==> config.mk <==
export PLATFORM = sky130hd
export DESIGN_NAME = inst_buffer
export DESIGN_NICKNAME = d
export VERILOG_FILES = /design/src/rtl/inst_buffer_pkg.sv /design/src/rtl/inst_buffer_br_predecode.sv /design/src/rtl/inst_buffer.sv
export SDC_FILE = /design/constraint.sdc
export NUM_CORES = 1
export LEC_CHECK = 0
export BUFFER_PORTS_ARGS = -buffer_cell sky130_fd_sc_hd__buf_2
export CAP_MARGIN = 20
export CORE_ASPECT_RATIO = 0.6
export CORE_MARGIN = 4
export CORE_UTILIZATION = 54
export DETAILED_ROUTE_END_ITERATION = 8
export GPL_ROUTABILITY_DRIVEN = 0
export PLACE_DENSITY = 0.76
export SLEW_MARGIN = 20
export SYNTH_ARGS = -nofsm -noshare
export SYNTH_HDL_FRONTEND = slang
export SYNTH_SLANG_ARGS = --single-unit
export TNS_END_PERCENT = 30
==> constraint.sdc <==
create_clock -name clk -period 3.9 [get_ports clk]
set_clock_uncertainty 0.15 [all_clocks]
set_input_delay 0.78 -clock clk [delete_from_list [all_inputs] [get_ports clk]]
set_output_delay 0.78 -clock clk [all_outputs]
set_load 0.01 [all_outputs]
==> src/rtl/inst_buffer_pkg.sv <==
// Shared fetch/decode definitions: instruction field accessors, branch-class
// encodings and the instruction-buffer entry layout.
package inst_buffer_pkg;

  localparam int XLEN      = 32;
  localparam int EXCCODE_W = 5;

  localparam logic [5:0] OP_SPECIAL = 6'h00;
  localparam logic [5:0] OP_REGIMM  = 6'h01;
  localparam logic [5:0] OP_J       = 6'h02;
  localparam logic [5:0] OP_BGTZ    = 6'h07;
  localparam logic [5:0] FUNC_JR    = 6'h08;
  localparam logic [5:0] FUNC_JALR  = 6'h09;

  localparam logic [4:0] RT_BLTZ    = 5'd0;
  localparam logic [4:0] RT_BGEZ    = 5'd1;
  localparam logic [4:0] RT_BLTZAL  = 5'd16;
  localparam logic [4:0] RT_BGEZAL  = 5'd17;

  typedef struct packed {
    logic [XLEN-1:0]      pc;
    logic [XLEN-1:0]      inst;
    logic                 exc;
    logic [EXCCODE_W-1:0] exccode;
    logic                 bd;
  } ib_entry_t;

  localparam int ENTRY_W = $bits(ib_entry_t);

  function automatic logic [5:0] get_op(input logic [31:0] inst);
    return inst[31:26];
  endfunction

  function automatic logic [4:0] get_rs(input logic [31:0] inst);
    return inst[25:21];
  endfunction

  function automatic logic [4:0] get_rt(input logic [31:0] inst);
    return inst[20:16];
  endfunction

  function automatic logic [15:0] get_imm(input logic [31:0] inst);
    return inst[15:0];
  endfunction

  function automatic logic [5:0] get_func(input logic [31:0] inst);
    return inst[5:0];
  endfunction

endpackage

==> src/rtl/inst_buffer_br_predecode.sv <==
// Combinational predecode: flags instructions that own a delay slot
// (jr/jalr, REGIMM branches, j/jal/beq/bne/blez/bgtz).
module br_predecode
  import inst_buffer_pkg::*;
(
  input  logic [31:0] inst,
  output logic        is_br
);

  logic [5:0] op;
  logic [5:0] func;
  logic [4:0] rt;

  assign op   = get_op(inst);
  assign func = get_func(inst);
  assign rt   = get_rt(inst);

  always_comb begin
    is_br = 1'b0;
    if (op == OP_SPECIAL)
      is_br = (func == FUNC_JR) || (func == FUNC_JALR);
    else if (op == OP_REGIMM)
      is_br = (rt == RT_BLTZ) || (rt == RT_BGEZ) ||
              (rt == RT_BLTZAL) || (rt == RT_BGEZAL);
    else if ((op >= OP_J) && (op <= OP_BGTZ))
      is_br = 1'b1;
  end

endmodule

==> src/rtl/inst_buffer.sv <==
// Fetch-to-decode instruction FIFO; tags each entry with its delay-slot bit
// and counts cycles in which fetch was stalled by a full buffer.
module inst_buffer
  import inst_buffer_pkg::*;
#(
  parameter int DEPTH = 4,
  parameter int CNT_W = 32
) (
  input  logic                       clk,
  input  logic                       resetn,
  input  logic                       in_valid,
  output logic                       in_ready,
  input  logic [31:0]                in_pc,
  input  logic [31:0]                in_inst,
  input  logic                       in_exc,
  input  logic [EXCCODE_W-1:0]       in_exccode,
  input  logic                       flush,
  output logic                       out_valid,
  input  logic                       out_ready,
  output logic [31:0]                out_pc,
  output logic [31:0]                out_inst,
  output logic                       out_exc,
  output logic [EXCCODE_W-1:0]       out_exccode,
  output logic                       out_bd,
  output logic [$clog2(DEPTH):0]     count,
  output logic [CNT_W-1:0]           perfcnt_full
);

  localparam int PTR_W = $clog2(DEPTH);
  localparam int CW    = PTR_W + 1;
  localparam logic [CW-1:0] FULL_CNT = CW'(DEPTH);

  ib_entry_t             mem_q [DEPTH];
  logic [PTR_W-1:0]      wr_ptr_q, wr_ptr_d;
  logic [PTR_W-1:0]      rd_ptr_q, rd_ptr_d;
  logic [CW-1:0]         count_q, count_d;
  logic                  prev_br_q, prev_br_d;
  logic [CNT_W-1:0]      perf_q, perf_d;

  logic       enq, deq, is_br;
  ib_entry_t  wr_entry, head;

  br_predecode u_predecode (
    .inst  (in_inst),
    .is_br (is_br)
  );

  assign in_ready  = (count_q != FULL_CNT);
  assign out_valid = (count_q != '0);
  assign enq       = in_valid && in_ready && !flush;
  assign deq       = out_valid && out_ready && !flush;

  always_comb begin
    wr_entry         = '0;
    wr_entry.pc      = in_pc;
    wr_entry.inst    = in_inst;
    wr_entry.exc     = in_exc;
    wr_entry.exccode = in_exccode;
    wr_entry.bd      = prev_br_q;
  end

  always_comb begin
    wr_ptr_d  = wr_ptr_q;
    rd_ptr_d  = rd_ptr_q;
    count_d   = count_q;
    prev_br_d = prev_br_q;
    perf_d    = perf_q;
    // Stall accounting is independent of flush so it survives pipeline redirects.
    if (in_valid && !in_ready)
      perf_d = perf_q + CNT_W'(1);
    if (flush) begin
      wr_ptr_d  = '0;
      rd_ptr_d  = '0;
      count_d   = '0;
      prev_br_d = 1'b0;
    end else begin
      if (enq) begin
        wr_ptr_d  = wr_ptr_q + PTR_W'(1);
        prev_br_d = in_exc ? 1'b0 : is_br;
      end
      if (deq)
        rd_ptr_d = rd_ptr_q + PTR_W'(1);
      if (enq && !deq)
        count_d = count_q + CW'(1);
      else if (deq && !enq)
        count_d = count_q - CW'(1);
    end
  end

  always_ff @(posedge clk or negedge resetn) begin
    if (!resetn) begin
      wr_ptr_q  <= '0;
      rd_ptr_q  <= '0;
      count_q   <= '0;
      prev_br_q <= 1'b0;
      perf_q    <= '0;
    end else begin
      wr_ptr_q  <= wr_ptr_d;
      rd_ptr_q  <= rd_ptr_d;
      count_q   <= count_d;
      prev_br_q <= prev_br_d;
      perf_q    <= perf_d;
    end
  end

  // Storage is left unreset so it maps onto distributed RAM.
  always_ff @(posedge clk) begin
    if (enq)
      mem_q[wr_ptr_q] <= wr_entry;
  end

  assign head         = mem_q[rd_ptr_q];
  assign out_pc       = head.pc;
  assign out_inst     = head.inst;
  assign out_exc      = head.exc;
  assign out_exccode  = head.exccode;
  assign out_bd       = head.bd;
  assign count        = count_q;
  assign perfcnt_full = perf_q;

endmodule
==> out/qor.json <==
{
  "crit_slowest_cell": "sky130_fd_sc_hd__dfrtp_4",
  "max_cap_viol_count": 0,
  "synth_edf_count": 284,
  "worstSetupEndpointType": "output port",
  "syn-num-nets": 646,
  "antenna_found_initial": 2,
  "path_cells": "buf_4, mux4_2, buf_2",
  "rows": 42,
  "drt-initial-drc-count": 502,
  "tns_ns": 0,
  "finalHoldViolCount": 0,
  "fmax_ghz": 0.2973,
  "post-route-drc-count": 0,
  "place.port_buffers": 182,
  "synthesis.area_sq_mm": 0.01227,
  "final.fill_count": 1531,
  "netlist_top_cells_area": "sky130_fd_sc_hd__edfxtp_1 69%, sky130_fd_sc_hd__mux4_2 13%, sky130_fd_sc_hd__dfrtp_1 8.2%",
  "cts_tree": "done",
  "post_layout_nonfiller_instances": 1097,
  "timing.final.crit_period_ns": 3.363,
  "cts_made_buffers": 29,
  "power_report.internal_total_mw": 6.282,
  "fp.coreArea_sq_mm": 0.02218,
  "vias": 6257,
  "clock_tree.buffer_depth": 3,
  "clk-insertion-delay-late_ns": 0.54,
  "worst_slew_margin_rel_pct": 39.99,
  "ys.flop_type": "sky130_fd_sc_hd__edfxtp_1",
  "power.leakage_nw": 5.114,
  "final_common_cell": "sky130_fd_sc_hd__edfxtp_1",
  "synth-seq-area-share_pct": 77.64,
  "worst-endpoint-required_ns": 2.97,
  "io_pins": 183,
  "power_frac_clock_pct": 29.6,
  "place.detailed.instances": 1043,
  "insertedDiodeCount": 0,
  "dp.final_hpwl_um": 16200,
  "most-common-layout-cells": "284 x sky130_fd_sc_hd__edfxtp_1, 182 x sky130_fd_sc_hd__buf_2, 71 x sky130_fd_sc_hd__mux4_2, 38 x sky130_fd_sc_hd__dfrtp_1",
  "layout.area.seq_sq_mm": 0.009537,
  "syn_area_per_cell_sq_um": 21.72,
  "switching_power_total_mw": 2.272,
  "critical_path_peak_fanout": 29,
  "fin_total_pwr_mw": 8.554,
  "number_of_h_tree_branching_levels": 1,
  "fp.dieH_um": 124.8,
  "drtAntennaViolNets": 0,
  "start_util_pct": 55.35,
  "dr.pass1.iters": 4,
  "seqPwrFrac_pct": 49.4,
  "crit_arrival_ns": 2.43,
  "footprint_of_the_multi_input_gates_sq_mm": 0.002630,
  "postSynthRegisterBits": 324,
  "yosys.area.top_type_share_pct": 69.48,
  "grt_pass1_wl_um": 38100,
  "number_of_nets_in_the_layout": 847,
  "start_kind": "flop",
  "slowest_delay_ns": 0.79,
  "cts_num_sinks": 324,
  "clock_slew_at_reported_path_ffs_ns": 0.07,
  "switching_share_of_total_power_pct": 26.56,
  "timing.final.crit_share_pct": 86.24,
  "share_of_flip_flops_with_an_asynchronous_set_or_reset_pct": 12.35,
  "resized_cells_post_cts": 0,
  "outcome": "finished, final reports clean",
  "postCtsSetupRepairBufs": 0,
  "synth.largest_area_cell": "sky130_fd_sc_hd__edfxtp_1",
  "final_layout_size_suffix_gt1_share_pct": 39.67,
  "synthToLayoutAreaGrowth_pct": 17.81,
  "hold_path_class": "in -> async",
  "fp.dieW_um": 202.6,
  "combinationalPowerShare_pct": 21.0,
  "ir_drop_uv": 429.6,
  "globalRouteTotalUtil_pct": 19.32,
  "largest_net_degree_at_the_start_of_global_routing": 43,
  "synth.lib_cells_used.distinct": 39,
  "yosys_warnings": 0,
  "cts-root-buf": "sky130_fd_sc_hd__clkbuf_16",
  "first_global_vias": 6360,
  "final_max_slew_viol_count": 0,
  "overflow": 0,
  "criticalPathCategory": "reg -> out",
  "route.final.wire_length_um": 24500,
  "design.die.area_sq_mm": 0.02528,
  "timing.final.setup_violations": 0,
  "grt_setup_unrepaired": "no",
  "postSynthCellCount": 565,
  "cts_hold_buffers": 0,
  "detail_route.vias_per_cell": 5.704,
  "wl_per_cell_um": 22.34,
  "p_per_area_mw_per_mm2": 591.6,
  "tightest_slew_ns": 0.9002
}
[stage by stage]
stage               hold slack, ns  util (%)  setup WS, ns  instance area [sq um]
CTS                         0.2299     65.21        0.4391                  14460
detailed placement          0.3225     61.41         1.030                  13620
finish                      0.2088     65.21        0.5368                  14460
global placement            0.3052     61.41         1.037                  13620
global route                0.2823     65.21        0.3450                  14460
floorplan                   0.3258         -        0.4876                  12270
[flip-flops by register name (all words and copies together) (netlist names)]
register / flops
mem_q: 284
rd_ptr_q: 2
wr_ptr_q: 2
perfcnt_full: 32
count: 3
prev_br_q: 1
[layout make-up]
class                      count  share of cell area, %
clock buffer                  36                  5.200
clock inverter                18                 0.6143
inverter                       7                 0.1817
multi-input combinational    213                  18.19
sequential                   324                  65.95
tap                          308                  2.665
timing repair buffer         191                  7.199
[per-layer routing]
layer / vias up / track usage (%) / share of wire [%]
met1: 3270 / 30.87 / 44
met5: - / 0 / 0.11
met4: 4 / 3.271 / 1.5
met2: 236 / 28.52 / 46
li1: 2715 / - / -
met3: 32 / 3.955 / 7.7
[worst paths after layout]
path | from | to | cells after the start | slack, ns
worst max-delay path | rd_ptr_q[0] | out_pc[1] | 3 | 0.54
worst min-delay path | resetn | perfcnt_full[22] | 1 | 0.21
worst max register to register | count[2] | mem_q[0][65] | 6 | 1.20
worst min register to register | perfcnt_full[31] | perfcnt_full[31] | 1 | 0.34
max in group asynchronous | resetn | rd_ptr_q[1] | 1 | 2.72
min in group clk | in_pc[23] | mem_q[0][62] | 1 | 0.30
[power groups by stage]
stage                     registers, mW  clock network (mW)  logic [mW]
final                              4.22                2.53        1.80
after global routing               4.26                2.74        1.94
after CTS                          4.24                2.59        1.83
after detailed placement           4.31                   0        1.83
after global placement             4.29                   0        1.80
after floorplan                    4.18                   0        1.21
[cells by family after synthesis]
family,synth area share [%]
flops,77.64
compound gates,0.5403
xor+xnor,2.426
fa+ha+maj,0.6728
simple gates,4.414
buf+inv,1.019
mux,13.29
[worst max-delay path: cells and delay by family, from the launching register on]
family / cells / cell delay (ns)
buf+inv: 2 / 0.53
flops: 1 / 0.79
mux: 1 / 0.56
[synthesized netlist by cell type (2+ instances only)]
library cell,instances
sky130_fd_sc_hd__nor3b_1,2
sky130_fd_sc_hd__nand3_1,17
sky130_fd_sc_hd__or3_1,2
sky130_fd_sc_hd__inv_1,7
sky130_fd_sc_hd__xor2_1,5
sky130_fd_sc_hd__nor4_4,2
sky130_fd_sc_hd__nor4b_1,2
sky130_fd_sc_hd__clkbuf_1,8
sky130_fd_sc_hd__mux2_2,2
sky130_fd_sc_hd__and2_1,7
sky130_fd_sc_hd__nor2_1,10
sky130_fd_sc_hd__a21oi_1,3
sky130_fd_sc_hd__dfrtp_1,40
sky130_fd_sc_hd__nor3_4,2
sky130_fd_sc_hd__buf_1,2
sky130_fd_sc_hd__ha_1,5
sky130_fd_sc_hd__nand2_1,15
sky130_fd_sc_hd__mux4_2,71
sky130_fd_sc_hd__nand4b_1,2
sky130_fd_sc_hd__and3_1,5
sky130_fd_sc_hd__nor3_1,6
sky130_fd_sc_hd__o21ai_0,2
sky130_fd_sc_hd__nand4_1,11
sky130_fd_sc_hd__buf_2,9
sky130_fd_sc_hd__xnor2_1,29
sky130_fd_sc_hd__and4_1,3
sky130_fd_sc_hd__edfxtp_1,284
Power figures use the tool's default switching activity.
